### config.mk
export PLATFORM = sky130hd
export DESIGN_NAME = jump_ctrl_flat
export DESIGN_NICKNAME = d
export VERILOG_FILES = /design/src/rtl/jump_pkg.sv /design/src/rtl/jump_ctrl_if.sv /design/src/rtl/sat_down_ctr.sv /design/src/rtl/jump_ctrl.sv /design/src/flat_wrapper.sv
export SDC_FILE = /design/constraint.sdc
export NUM_CORES = 1
export LEC_CHECK = 0
export BUFFER_PORTS_ARGS = -buffer_cell sky130_fd_sc_hd__buf_2
export CORE_UTILIZATION = 60
export DETAILED_ROUTE_END_ITERATION = 8
export GPL_TIMING_DRIVEN = 0
export PLACE_DENSITY_LB_ADDON = 0.12
export SLEW_MARGIN = 30
export SYNTH_ARGS = -nofsm -noshare
export SYNTH_HDL_FRONTEND = slang
export SYNTH_HIERARCHICAL = 1
export SYNTH_SLANG_ARGS = --single-unit
export TNS_END_PERCENT = 10
### constraint.sdc
create_clock -name frame_clk -period 4.5 [get_ports frame_clk]
set_input_delay 0.225 -clock frame_clk [delete_from_list [all_inputs] [get_ports frame_clk]]
set_output_delay 0.225 -clock frame_clk [all_outputs]
set_load 0.02 [all_outputs]
### src/rtl/jump_pkg.sv
// Shared types and default tuning constants for the sprite jump/fall controller.
package jump_pkg;

  typedef enum logic [1:0] {
    GROUND = 2'd0,
    RISE   = 2'd1,
    APEX   = 2'd2,
    FALL   = 2'd3
  } jump_state_t;

  localparam int DEF_VEL_W       = 8;
  localparam int DEF_V0          = 12;
  localparam int DEF_GRAVITY     = 1;
  localparam int DEF_MAX_FALL    = 8;
  localparam int DEF_CUT_VEL     = 4;
  localparam int DEF_HOLD_MIN    = 3;
  localparam int DEF_APEX_FRAMES = 2;
  localparam int DEF_COYOTE      = 4;
  localparam int DEF_BUF_FRAMES  = 4;

  // Width needed to hold 0..max_val, never less than one bit.
  function automatic int cnt_width(input int max_val);
    return (max_val < 1) ? 1 : $clog2(max_val + 1);
  endfunction

endpackage

### src/rtl/jump_ctrl_if.sv
// Player input/collision flags in, per-frame vertical motion and status out.
interface jump_ctrl_if import jump_pkg::*; #(
  parameter int VEL_W = DEF_VEL_W
);
  logic                    jump_btn;
  logic                    hit_ground;
  logic                    hit_ceiling;
  logic signed [VEL_W-1:0] jump_y_motion;
  logic                    airborne;
  logic                    jump_start;
  logic                    landed;
  jump_state_t             state_o;

  modport master (
    output jump_btn, hit_ground, hit_ceiling,
    input  jump_y_motion, airborne, jump_start, landed, state_o
  );

  modport slave (
    input  jump_btn, hit_ground, hit_ceiling,
    output jump_y_motion, airborne, jump_start, landed, state_o
  );
endinterface

### src/rtl/sat_down_ctr.sv
// Loadable down-counter that parks at zero; used for jump buffer, coyote and apex timers.
module sat_down_ctr #(
  parameter int W = 4
) (
  input  logic         frame_clk,
  input  logic         Reset,
  input  logic         load,
  input  logic [W-1:0] load_val,
  output logic [W-1:0] count,
  output logic         zero
);

  always_ff @(posedge frame_clk) begin
    if (Reset)
      count <= '0;
    else if (load)
      count <= load_val;
    else if (count != '0)
      count <= count - W'(1);
  end

  assign zero = (count == '0);

endmodule

### src/rtl/jump_ctrl.sv
// Per-frame gravity-model jump controller: variable height, coyote time, jump buffer,
// ceiling bump and terminal fall speed. Negative velocity means upward.
module jump_ctrl import jump_pkg::*; #(
  parameter int VEL_W       = DEF_VEL_W,
  parameter int V0          = DEF_V0,
  parameter int GRAVITY     = DEF_GRAVITY,
  parameter int MAX_FALL    = DEF_MAX_FALL,
  parameter int CUT_VEL     = DEF_CUT_VEL,
  parameter int HOLD_MIN    = DEF_HOLD_MIN,
  parameter int APEX_FRAMES = DEF_APEX_FRAMES,
  parameter int COYOTE      = DEF_COYOTE,
  parameter int BUF_FRAMES  = DEF_BUF_FRAMES
) (
  input  logic        frame_clk,
  input  logic        Reset,
  jump_ctrl_if.slave  bus
);

  localparam int BUF_W  = cnt_width(BUF_FRAMES);
  localparam int COY_W  = cnt_width(COYOTE);
  localparam int APX_W  = cnt_width(APEX_FRAMES);
  localparam int RISE_W = cnt_width(HOLD_MIN);

  localparam logic signed [VEL_W:0]   GRAV_X = (VEL_W+1)'(GRAVITY);
  localparam logic signed [VEL_W:0]   MAX_X  = (VEL_W+1)'(MAX_FALL);
  localparam logic signed [VEL_W:0]   CUT_X  = (VEL_W+1)'(-CUT_VEL);
  localparam logic signed [VEL_W-1:0] LAUNCH = VEL_W'(-V0);
  localparam logic signed [VEL_W-1:0] GRAV_V = VEL_W'(GRAVITY);

  if (V0 >= 2**(VEL_W-1)) begin : g_chk_v0
    $error("jump_ctrl: V0 does not fit in signed VEL_W");
  end
  if (MAX_FALL >= 2**(VEL_W-1)) begin : g_chk_max_fall
    $error("jump_ctrl: MAX_FALL does not fit in signed VEL_W");
  end
  if (CUT_VEL > V0) begin : g_chk_cut
    $error("jump_ctrl: CUT_VEL must not exceed V0");
  end

  jump_state_t             state;
  logic signed [VEL_W-1:0] vel;
  logic                    btn_q;
  logic [RISE_W-1:0]       rise_cnt;
  logic                    js_q;
  logic                    ld_q;

  logic [BUF_W-1:0] buf_cnt, buf_val;
  logic [COY_W-1:0] coy_cnt, coy_val;
  logic [APX_W-1:0] apx_cnt;
  logic             buf_zero, coy_zero, apx_zero;
  logic             buf_load, coy_load, apx_load;

  logic                  press, want, coy_last, apx_last;
  logic                  ground_jump, fall_jump, do_jump, enter_apex;
  logic signed [VEL_W:0] sum, rise_nv, fall_nv;

  // One guard bit keeps the gravity step from wrapping before clamping.
  always_comb begin
    press       = bus.jump_btn & ~btn_q;
    want        = press | ~buf_zero;
    coy_last    = coy_zero | (coy_cnt == COY_W'(1));
    apx_last    = apx_zero | (apx_cnt == APX_W'(1));
    sum         = {vel[VEL_W-1], vel} + GRAV_X;
    rise_nv     = sum;
    if ((rise_cnt >= RISE_W'(HOLD_MIN)) && !bus.jump_btn && (sum < CUT_X))
      rise_nv = CUT_X;
    fall_nv     = (sum > MAX_X) ? MAX_X : sum;
    ground_jump = (state == GROUND) & want & (bus.hit_ground | ~coy_zero);
    fall_jump   = (state == FALL) & bus.hit_ground & want;
    do_jump     = ground_jump | fall_jump;
    enter_apex  = (state == RISE) & (bus.hit_ceiling | ~rise_nv[VEL_W]);
    buf_load    = do_jump | press;
    buf_val     = do_jump ? '0 : BUF_W'(BUF_FRAMES);
    coy_load    = do_jump | ((state == GROUND) & bus.hit_ground);
    coy_val     = do_jump ? '0 : COY_W'(COYOTE);
    apx_load    = enter_apex;
  end

  sat_down_ctr #(.W(BUF_W)) u_buf_ctr (
    .frame_clk (frame_clk),
    .Reset     (Reset),
    .load      (buf_load),
    .load_val  (buf_val),
    .count     (buf_cnt),
    .zero      (buf_zero)
  );

  sat_down_ctr #(.W(COY_W)) u_coy_ctr (
    .frame_clk (frame_clk),
    .Reset     (Reset),
    .load      (coy_load),
    .load_val  (coy_val),
    .count     (coy_cnt),
    .zero      (coy_zero)
  );

  sat_down_ctr #(.W(APX_W)) u_apx_ctr (
    .frame_clk (frame_clk),
    .Reset     (Reset),
    .load      (apx_load),
    .load_val  (APX_W'(APEX_FRAMES)),
    .count     (apx_cnt),
    .zero      (apx_zero)
  );

  // btn_q resets high so a key held through reset is not seen as a fresh press.
  always_ff @(posedge frame_clk) begin
    if (Reset) begin
      state    <= GROUND;
      vel      <= '0;
      btn_q    <= 1'b1;
      rise_cnt <= '0;
      js_q     <= 1'b0;
      ld_q     <= 1'b0;
    end else begin
      btn_q <= bus.jump_btn;
      js_q  <= 1'b0;
      ld_q  <= 1'b0;
      case (state)
        GROUND: begin
          if (ground_jump) begin
            state    <= RISE;
            vel      <= LAUNCH;
            js_q     <= 1'b1;
            rise_cnt <= RISE_W'(1);
          end else begin
            vel <= '0;
            if (!bus.hit_ground && coy_last)
              state <= FALL;
          end
        end
        RISE: begin
          if (rise_cnt < RISE_W'(HOLD_MIN))
            rise_cnt <= rise_cnt + RISE_W'(1);
          if (enter_apex) begin
            state <= APEX;
            vel   <= '0;
          end else begin
            vel <= rise_nv[VEL_W-1:0];
          end
        end
        APEX: begin
          vel <= '0;
          if (bus.hit_ground) begin
            state <= GROUND;
            ld_q  <= 1'b1;
          end else if (apx_last) begin
            state <= FALL;
            vel   <= GRAV_V;
          end
        end
        FALL: begin
          if (bus.hit_ground) begin
            ld_q <= 1'b1;
            if (want) begin
              state    <= RISE;
              vel      <= LAUNCH;
              js_q     <= 1'b1;
              rise_cnt <= RISE_W'(1);
            end else begin
              state <= GROUND;
              vel   <= '0;
            end
          end else begin
            vel <= fall_nv[VEL_W-1:0];
          end
        end
        default: begin
          state <= GROUND;
          vel   <= '0;
        end
      endcase
    end
  end

  assign bus.jump_y_motion = vel;
  assign bus.airborne      = (state != GROUND);
  assign bus.jump_start    = js_q;
  assign bus.landed        = ld_q;
  assign bus.state_o       = state;

endmodule
### src/flat_wrapper.sv
// flat-port wrapper written by rule: the top's interface ports become plain ports
module jump_ctrl_flat import jump_pkg::*;
#(
  parameter int VEL_W       = DEF_VEL_W,
  parameter int V0          = DEF_V0,
  parameter int GRAVITY     = DEF_GRAVITY,
  parameter int MAX_FALL    = DEF_MAX_FALL,
  parameter int CUT_VEL     = DEF_CUT_VEL,
  parameter int HOLD_MIN    = DEF_HOLD_MIN,
  parameter int APEX_FRAMES = DEF_APEX_FRAMES,
  parameter int COYOTE      = DEF_COYOTE,
  parameter int BUF_FRAMES  = DEF_BUF_FRAMES
)
  (frame_clk, Reset, bus_jump_btn, bus_hit_ground, bus_hit_ceiling, bus_jump_y_motion, bus_airborne, bus_jump_start, bus_landed, bus_state_o);
  jump_ctrl_if #(.VEL_W(VEL_W)) bus_i ();
  input  logic frame_clk;
  input  logic Reset;
  input wire logic [$bits(bus_i.jump_btn)-1:0] bus_jump_btn;
  input wire logic [$bits(bus_i.hit_ground)-1:0] bus_hit_ground;
  input wire logic [$bits(bus_i.hit_ceiling)-1:0] bus_hit_ceiling;
  output wire logic [$bits(bus_i.jump_y_motion)-1:0] bus_jump_y_motion;
  output wire logic [$bits(bus_i.airborne)-1:0] bus_airborne;
  output wire logic [$bits(bus_i.jump_start)-1:0] bus_jump_start;
  output wire logic [$bits(bus_i.landed)-1:0] bus_landed;
  output wire logic [$bits(bus_i.state_o)-1:0] bus_state_o;
  assign bus_i.jump_btn = bus_jump_btn;
  assign bus_i.hit_ground = bus_hit_ground;
  assign bus_i.hit_ceiling = bus_hit_ceiling;
  assign bus_jump_y_motion = bus_i.jump_y_motion;
  assign bus_airborne = bus_i.airborne;
  assign bus_jump_start = bus_i.jump_start;
  assign bus_landed = bus_i.landed;
  assign bus_state_o = bus_i.state_o;
  jump_ctrl #(.VEL_W(VEL_W), .V0(V0), .GRAVITY(GRAVITY), .MAX_FALL(MAX_FALL), .CUT_VEL(CUT_VEL), .HOLD_MIN(HOLD_MIN), .APEX_FRAMES(APEX_FRAMES), .COYOTE(COYOTE), .BUF_FRAMES(BUF_FRAMES)) u_core (.frame_clk(frame_clk), .Reset(Reset), .bus(bus_i));
endmodule
# Word level (Yosys, flattened, before mapping)
# Index checks and enable logic that the tools add are counted.
[totals]
reg_bits = 23
input_bits = 5
[op_classes]
add_sub_neg = 5
magnitude_cmp = 4
eq_ne = 12
n_mux = 34
bitwise = 20
n_reduce_logical = 22
[op_table]
columns = ["op", "n"]
rows = [
  ["2-to-1 mux 8 bit", 6],
  ["one-hot mux 8 bit (4 select lines)", 1],
  ["2-to-1 mux 2 bit", 12],
  ["2-to-1 mux 3 bit", 5],
  ["nonzero test 2 bit", 5],
  ["adder 8 x 2 -> 9 bit (second input constant)", 1],
  ["greater-than comparator 9 x 5 -> 1 bit (second input constant)", 1],
  ["less-than comparator 9 x 3 -> 1 bit (second input constant)", 1],
  ["2-to-1 mux 9 bit", 1],
  ["nonzero test 3 bit", 3],
  ["OR 1 bit", 8],
  ["one-hot mux 2 bit (4 select lines)", 1],
  ["AND 1 bit", 7],
  ["zero test 3 bit", 2],
  ["2-to-1 mux 1 bit", 6],
  ["inequality test 2 x 1 -> 1 bit (second input constant)", 3],
  ["inequality test 3 x 2 -> 1 bit (second input constant)", 2],
  ["one-hot mux 2 bit (3 select lines)", 1],
  ["OR reduction 2 bit", 3],
  ["subtractor 3 x 1 -> 3 bit (second input constant)", 2],
  ["inverter 1 bit", 5],
  ["AND reduction 5 bit", 1],
  ["equality test 2 x 1 -> 1 bit (second input constant)", 2],
  ["equality test 2 bit (second input constant)", 2],
  ["other kinds (11)", 16],
]

# Logic depth before layout (Yosys ltp)
# Gate-level depths: netlist of run 1.
[logic_depth]
word_depth = 9
depth_mapped = 10
depth_no_buf = 10

# Cells and area by module
# The synthesis of run 1 kept the hierarchy.
[modules_own_cells]
columns = ["module", "instances", "cells_each", "area_per_inst_um2", "seq_area_each_um2"]
rows = [
  ["jump_ctrl", 1, 151, 1163.6, 300.3],
  ["sat_down_ctr at u_core.u_buf_ctr ...", 2, 22, 206.4, 60.1],
  ["sat_down_ctr at u_core.u_apx_ctr", 1, 12, 121.4, 40.0],
]

# Worst setup path before layout of run 1
# No wires, ideal clock.
[synth_path]
path_kind = "register -> register"
startpoint = "reg u_core.state[0] (netlist: u_core/bus.state_o[0])"
endpoint = "reg u_core.u_coy_ctr.count[0]"
setup_time_ns = 0.112
arrival_time_ns = 1.927
t_required_ns = 4.388
path_slack_ns = 2.461
path_stages_with_launch = 9
n_path_buf = 0
synth_period_minus_slack_ns = 2.039
cell_sequence = "dfxtp_1 -> inv_1 -> ha_1 -> inv_1 -> o21ai_0 -> nand2_1 -> o21ai_0 -> nor2b_1 -> a2111oi_1"
[synth_via]
elab_chain_cells = 6
elab_cells_between_ends = 11
classes_between = "eq/ne (1); mux (1); bitwise (7); reduce/logical (2)"
[synth_rtl]
columns = ["element", "line", "rtl"]
rows = [
  ["start, declared", "jump_ctrl.sv:40", "jump_state_t state;"],
  ["start signal, assigned", "jump_ctrl.sv:109", "state <= GROUND;"],
  ["start signal, assigned", "jump_ctrl.sv:122", "state <= RISE;"],
  ["start signal, assigned", "jump_ctrl.sv:129", "state <= FALL;"],
  ["equality test 2 bit or zero test 2 bit (tied branches)", "jump_ctrl.sv:69, jump_ctrl.sv:68, jump_ctrl.sv:74", ""],
  ["AND 1 bit (on tied branches) (2 in series)", "jump_ctrl.sv:69, jump_ctrl.sv:68", ""],
  ["OR 1 bit", "jump_ctrl.sv:70", "do_jump = ground_jump | fall_jump;"],
  ["OR 1 bit *", "jump_ctrl.sv:74", "coy_load = do_jump | ((state == GROUND) & bus.hit_ground);"],
  ["named net u_core.coy_load", "jump_ctrl.sv:51", "logic buf_load, coy_load, apx_load;"],
  ["2-to-1 mux 3 bit or nonzero test 2 bit (tied branches)", "n/a", ""],
  ["end signal, assigned", "sat_down_ctr.sv:17", "count <= load_val;"],
  ["end signal, assigned", "sat_down_ctr.sv:19", "count <= count - W'(1);"],
  ["end, declared", "sat_down_ctr.sv:9", "output logic [W-1:0] count,"],
]
# Mark *: on every way through the listed nets, which the timed path passes. The rest lies on a longest branch.
# A chain may end at the register's enable or synchronous reset.

# Worst setup path after layout of run 1
[layout_path]
startpoint = "reg u_core.state[0] (netlist: u_core/bus.state_o[0])"
endpoint = "reg u_core.u_coy_ctr.count[1]"
# The elaborated chain is that of the path after synthesis.

==> reports/metrics.yaml, run 1 <==
fillers: 230
hold_viol: 0
cts_sinks: 23
cap_violations: 0
firstDrtPassIters: 6
switching_power_uw: 556.5
finalMaxSlewViolations: 0
seq_area_frac_synth: 0.2712
ys_types: 52
wire_per_inst_um: 14.37
crit_family: "compound AO/OA/AOI/OAI gates"
drive_gt1_frac: 0.1509
postRouteAntennaNets: 0
synth_top_area_share: 0.2712
worstPathRequired_ps: 4700
cts.path.max_buffers: 2
synth-seq-cells: 23
first_global_vias: 1338
die_h_um: 55.20
worstMarginPinSlew_ps: 694.2
netlist_instances: 207
grt_max_degree: 14
h-tree-depth: 1
cp_max_fo: 8
via_count: 1597
power_frac_seq: 0.282
finish.utilization: 0.7256
initial_utilization: 0.6613
yosysTopAreaCell: "dfxtp_1"
endpoint_kind: "flop"
globalplace.congestion: 0.9360
status: "completed"
grt_overflow: 0
synth_common_cells: "dfxtp_1 (23), inv_1 (19), nor2_1 (18)"
peakVddDrop_mv: 0.4890
post_cts_resized: 0
min_period_over_period: 0.4813
coreArea_sq_um: 2567
synth.most_common_cell: "dfxtp_1"
fmax_mhz: 461.7
diodes: 0
dp_hpwl_mm: 2.912
slowest_stage: "dfxtp_1"
fin_skew_ps: 8.546
io_buffers: 17
final.setup.tns_ps: 0
ys.flop_type: "dfxtp_1"
final-setup-viol-count: 0
cts_made_buffers: 3
critPathBufInv: 1
worstPathCellList: "inv_1 > ha_1 > o21ai_0 > o21ai_0 > nand2_1 > o21ai_0 > nor2b_1 > a2111oi_1"
pwr-share-clk: 0.086
root_buffer: "clkbuf_4"
avgSynthCellArea_sq_um: 8.202
ctsHoldBuffers: 0
postCtsSetupBuffers: 0
drt_iter0_markers: 77
grt_pass1_wl_mm: 5.844
rsz0062_at_grt: "no"
die_x_um: 55.20
viasPerCell: 6.095
clock_latency_ps: 310
crit_path_frequent_cell: "o21ai_0"
critPathKind: "flop to flop"
comb_power_share: 0.632
cts_tree: "done"
synth_area_leaders: "dfxtp_1 (27%), ha_1 (8.8%), nor2b_1 (5.9%)"
path_clk_slew_ps: 130
worstSetupStartpointType: "flop"
fin_nets: 250
die_area_sq_um: 3046
layout_min_cycle_time_ps: 2166
area_delta_synth_final_pct: 9.728
p_int_uw: 609.5
arrival_ps: 2370
hold_class: "input pin to flop"
drc: 0
async_flop_share: 0
p_per_area_nw_per_um2: 625.9
io_pins: 18
ys_warn_count: 6
max-slew-margin-rel: 0.5323
netSwitchingFraction: 0.4773
power_leakage_uw: 0.0007882
rows: 18
slowest_delay_ps: 440
antenna_found_initial: 0
grt_usage: 0.2688
wirelength_mm: 3.765
synth_edf_count: 0
netlist_area_sq_um: 1698
-- stage by stage --
stage	instance area (sq um)	worst slack (ps)	std cells	power [uW]	hold WS, ps
floorplan	1713	2461	211	897.2	292.9
global placement	1836	2472	258	1024	439.8
detailed placement	1836	2334	258	1064	456.3
CTS	1863	2290	262	1166	123.1
global route	1863	2040	262	1264	129.1
finish	1863	2334	262	1166	129.6
-- metal layers --
metal  up-vias  GRT usage  routed length, um
li1        789          -                  -
met1       734     0.3543               1651
met2        70     0.4719               1830
met3         4    0.02459                257
met4         0    0.05833                 25
met5         -          0                  0
-- layout make-up --
type                    instances  area [sq um]  area share
plain buffers                   6         26.28     0.01410
multi-input cells             162          1151      0.6179
well taps                      30         37.54     0.02015
flip-flops and latches         23         460.4      0.2471
inverters                      20         75.07     0.04030
clock buffers                   3         22.52     0.01209
clock inverters                 1         5.005    0.002686
repair buffers                 17         85.08     0.04567
-- cells in the final DEF (no fill, tap or decap), drive strengths merged, types with 2 or more instances in the layout --
cell type,synthesis,final
mux2i,3,3
nand2,12,12
xnor2,5,5
nand3,7,7
nand2b,4,4
nand3b,2,2
nor2,18,18
o21a,2,2
or3b,2,2
nor4b,4,4
buf,2,19
inv,20,20
clkbuf,4,7
o31ai,6,6
o22ai,2,2
or2b,2,2
a31oi,2,2
nor3,7,7
dfxtp,23,23
a2111oi,4,4
xor2,3,3
a21oi,5,5
conb,2,6
a211oi,4,4
a311o,3,3
nor2b,17,17
a311oi,4,4
or2,2,2
nand4,2,2
o21ai,9,9
ha,12,12
-- sequential cells by signal, summed over array words and instances, names as in the netlist --
signal,count
u_core/bus.landed,1
u_core/bus.state_o,2
u_core/u_coy_ctr/count,3
u_core/u_apx_ctr/count,2
u_core/rise_cnt,2
u_core/bus.jump_y_motion,8
u_core/bus.jump_start,1
u_core/u_buf_ctr/count,3
u_core/btn_q,1
-- worst reg2reg max path, stage by stage (launching register included) --
cell and delay [ps]:
dfxtp_1 440, inv_1 120, ha_1 250, o21ai_0 150, o21ai_0 120, nand2_1 170, o21ai_0 290, nor2b_1 230
a2111oi_1 300
-- power by group through the flow --
stage / Clock (uW) / Combinational (uW) / Sequential (uW)
finish: 100 / 737 / 329
global route: 109 / 815 / 341
CTS: 103 / 733 / 330
detailed placement: 0 / 729 / 334
global placement: 0 / 696 / 328
floorplan: 0 / 539 / 358
-- kinds of logic after synthesis --
family | synth area share
AND/OR/NAND/NOR | 0.2763
AO/OA/AOI/OAI | 0.2410
flip-flops | 0.2712
adder cells (fa/ha/maj) | 0.08843
buffers and inverters | 0.05969
other | 0.004423
multiplexers | 0.01769
XOR/XNOR | 0.04127
-- final timing paths --
check	to	slack, ps	depth (start not counted)	startpoint
worst max-delay path	u_core/u_coy_ctr/count[1]	2330	8	u_core/bus.state_o[0]
worst min-delay path	u_core/btn_q	130	2	bus_jump_btn
worst max register to register	u_core/u_coy_ctr/count[1]	2330	8	u_core/bus.state_o[0]
worst min register to register	u_core/rise_cnt[1]	550	2	u_core/rise_cnt[1]
Note: power is estimated with default switching activity, not from simulation.
==> inputs of run 2 (changes only) <==
--- a/config.mk
+++ b/config.mk
@@ -5,8 +5,9 @@
 export SDC_FILE = /design/constraint.sdc
 export NUM_CORES = 1
 export LEC_CHECK = 0
+export ABC_AREA = 1
 export BUFFER_PORTS_ARGS = -buffer_cell sky130_fd_sc_hd__buf_2
-export CORE_UTILIZATION = 60
+export CORE_UTILIZATION = 53
 export DETAILED_ROUTE_END_ITERATION = 8
 export GPL_TIMING_DRIVEN = 0
 export PLACE_DENSITY_LB_ADDON = 0.12
==> constraint.sdc (replaced) <==
create_clock -name frame_clk -period 1.8 [get_ports frame_clk]
set_input_delay 0.09 -clock frame_clk [delete_from_list [all_inputs] [get_ports frame_clk]]
set_output_delay 0.09 -clock frame_clk [all_outputs]
set_load 0.02 [all_outputs]
==> run 2 against run 1 <==
Compared with the run above: register-to-register slack got worse by 2200 ps; critical endpoint unchanged; largest power group unchanged; synthesized area down 1.6%; first-iteration DRC count shrank 3.9%; synthesized cell count is 28% higher; setup slack worse by 2200 ps; highest routed layer unchanged.
==> reports/metrics.yaml, run 2 <==
status: "completed"  # unchanged
grt_max_degree: 13  # was 14
viasPerCell: 4.900  # was 6.095
wirelength_mm: 3.559  # was 3.765 mm
netlist_instances: 265  # was 207
largest_reg_flops: 8  # unchanged
synth_common_cells: "nand2_1 (70), inv_1 (48), dfxtp_1 (23)"  # was dfxtp_1 (23), inv_1 (19), nor2_1 (18)
fillers: 290  # was 230
fin_nets: 315  # was 250
cts_tree: "done"  # unchanged
postRouteAntennaNets: 0  # unchanged
hold_viol: 0  # unchanged
cp_max_fo: 6  # was 8
dp_hpwl_mm: 2.636  # was 2.912 mm
fin_skew_ps: 10.26  # was 8.546 ps
drc: 0  # unchanged
die_h_um: 58.14  # was 55.20 um
final_common_cell: "nand2_1"  # was dfxtp_1
holdWs_ps: 57.59  # was 129.6 ps
io_buffers: 17  # unchanged
diodes: 0  # unchanged
grt_usage: 0.2171  # was 0.2688
wire_per_inst_um: 10.44  # was 14.37 um
cts.path.max_buffers: 2  # unchanged
wl_met1_mm: 1.700  # was 1.651 mm
synth_top_area_share: 0.2757  # was 0.2712
min_period_over_period: 0.9466  # was 0.4813
coreArea_sq_um: 3028  # was 2567 sq um
netlist_area_sq_um: 1670  # was 1698 sq um
synth_edf_count: 0  # unchanged
worstPathCellList: "inv_2 > ha_4 > inv_2 > nor2_2 > o21ai_2 > nand2_2 > o21a_4 > o21ai_2 > inv_2 > nand3_2 > inv_1 > nor2_1 > nor2_1"  # was inv_1 > ha_1 > o21ai_0 > o21ai_0 > nand2_1 > o21ai_0 > nor2b_1 > a2111oi_1
globalplace.congestion: 0.8672  # was 0.9360
cap_violations: 0  # unchanged
grt_pass1_wl_mm: 5.789  # was 5.844 mm
placed_cell_area_sq_um: 1828  # was 1836 sq um
power_leakage_uw: 0.001020  # was 0.0007882 uW
synth_area_leaders: "dfxtp_1 (28%), nand2_1 (16%), inv_1 (11%)"  # was dfxtp_1 (27%), ha_1 (8.8%), nor2b_1 (5.9%)
worstPathRequired_ps: 2020  # was 4700 ps
grt_overflow: 0  # unchanged
fin_area_sq_um: 2001  # was 1863 sq um
die_x_um: 58.14  # was 55.20 um
initial_utilization: 0.5517  # was 0.6613
synth.most_common_cell: "nand2_1"  # was dfxtp_1
crit_path_frequent_cell: "inv_2"  # was o21ai_0
antenna_found_initial: 0  # unchanged
root_buffer: "clkbuf_4"  # unchanged
worstMarginPinSlew_ps: 508.4  # was 694.2 ps
slowest_stage: "dfxtp_2"  # was dfxtp_1
p_per_area_nw_per_um2: 1520  # was 625.9 nW/um^2
wl_met2_mm: 1.727  # was 1.830 mm
finalMaxSlewViolations: 0  # unchanged
synth-seq-cells: 23  # unchanged
rows: 20  # was 18
hp-start: "bus_jump_btn"  # unchanged
critPathKind: "flop to flop"  # unchanged
cts_sinks: 23  # unchanged
first_global_vias: 1404  # was 1338
seq_area_frac_synth: 0.2757  # was 0.2712
slowest_delay_ps: 360  # was 440 ps
via_count: 1671  # was 1597
firstDrtPassIters: 4  # was 6
path_clk_slew_ps: 130  # about the same
final-setup-viol-count: 0  # unchanged
ys_types: 28  # was 52
h-tree-depth: 1  # unchanged
hold_class: "input pin to flop"  # unchanged
peakVddDrop_mv: 0.7842  # was 0.4890 mV
fmax_mhz: 586.9  # was 461.7 MHz
r2r-start: "u_core/u_buf_ctr/count[1]"  # was u_core/bus.state_o[0]
arrival_ps: 1930  # was 2370 ps
ctsHoldBuffers: 0  # unchanged
ys.flop_type: "dfxtp_1"  # unchanged
ys_warn_count: 6  # unchanged
drive_gt1_frac: 0.2593  # was 0.1509
clock_latency_ps: 310  # about the same
yosysTopAreaCell: "dfxtp_1"  # unchanged
wl_met3_um: 98  # was 257 um
io_pins: 18  # unchanged
drt_iter0_markers: 74  # was 77
cp-startpoint: "u_core/u_buf_ctr/count[1]"  # was u_core/bus.state_o[0]
top_layer: "met4"  # unchanged
async_flop_share: 0  # unchanged
worstSetupStartpointType: "flop"  # unchanged
die_area_sq_um: 3380  # was 3046 sq um
cts_made_buffers: 3  # unchanged
finish.utilization: 0.6607  # was 0.7256
final_cell_mix: "nand2_1 (67), inv_1 (41), nor2_1 (19)"  # was dfxtp_1 (23), buf_2 (19), inv_1 (19)
area_delta_synth_final_pct: 19.78  # was 9.728%
endpoint_kind: "flop"  # unchanged
max-slew-margin-rel: 0.6598  # was 0.5323
layout_min_cycle_time_ps: 1704  # was 2166 ps
avgSynthCellArea_sq_um: 6.303  # was 8.202 sq um
==> run 2: cell count changes after synthesis, sizes merged, moves of 6 or more <==
cell	before	now
a21oi	5	19
o21ai	9	18
nor2b	17	0
nand3	7	14
nand2	12	77
inv	20	52
nor2	18	25
o31ai	6	0
==> run 2: stage by stage <==
step | setup TNS, ps | setup WS, ps | instances | power, uW
after floorplan | 0 | 12.80 | 269 | 2139
after CTS | -27.88 | -14.19 | 335 | 2779
after detailed placement | -1240 | -236.2 | 330 | 2493
after global placement | -1286 | -248.3 | 330 | 2474
after global routing | -18.13 | -7.547 | 341 | 3339
final | 0 | 96.05 | 341 | 3040
==> run 2: worst max-delay path, delay by kind of cell, from the launching register on <==
family | cells | cell delay, ps
simple gates | 5 | 370
fa+ha+maj | 1 | 170
flops | 1 | 360
buf+inv | 4 | 240
compound gates | 3 | 500
==> run 2: power breakdown <==
group / switching (uW) / internal, uW
Combinational: 1210 / 762
Sequential: 138 / 688
Clock: 156 / 86.4
Total: 1500 / 1540
==> run 2: cell type report <==
type / instances / area [sq um] / area share
Sequential cell: 23 / 474.2 / 0.2370
Timing Repair Buffer: 24 / 137.6 / 0.06879
Inverter: 53 / 198.9 / 0.09944
Clock buffer: 4 / 26.28 / 0.01313
Tap cell: 44 / 55.05 / 0.02752
Multi-Input combinational cell: 193 / 1109 / 0.5541
==> run 2: logic make-up after synthesis <==
logic type | after synthesis | share of synthesized area
AOI/OAI and AO/OA | 47 | 0.1626
xor gates and xnor gates | 2 | 0.01049
adders and majority gates | 12 | 0.08989
buffers and inverters | 53 | 0.1191
DFF | 23 | 0.2757
other | 2 | 0.004496
and+or+nand+nor | 126 | 0.3378
==> run 2: worst paths after layout <==
path | to | slack, ps | cells past startpoint
setup / recovery | u_core/u_coy_ctr/count[1] | 100 | 13
hold / removal | u_core/btn_q | 60 | 3
setup reg to reg | u_core/u_coy_ctr/count[1] | 100 | 13
hold reg to reg | u_core/rise_cnt[1] | 490 | 2
==> run 2: per-layer routing <==
| metal | track usage | up-vias |
|---|---|---|
| met5 | 0 | - |
| met4 | 0.08503 | 0 |
| met3 | 0.02009 | 4 |
| met2 | 0.3744 | 35 |
| met1 | 0.2788 | 747 |
| li1 | - | 885 |
==> run 2: timing repair <==
item | 4_1_cts | 5_1_grt
pin swaps | 1 | 9
gates resized for setup | 7 | 28
buffers inserted | 1 | 6
setup endpoints to repair | 6 | 16
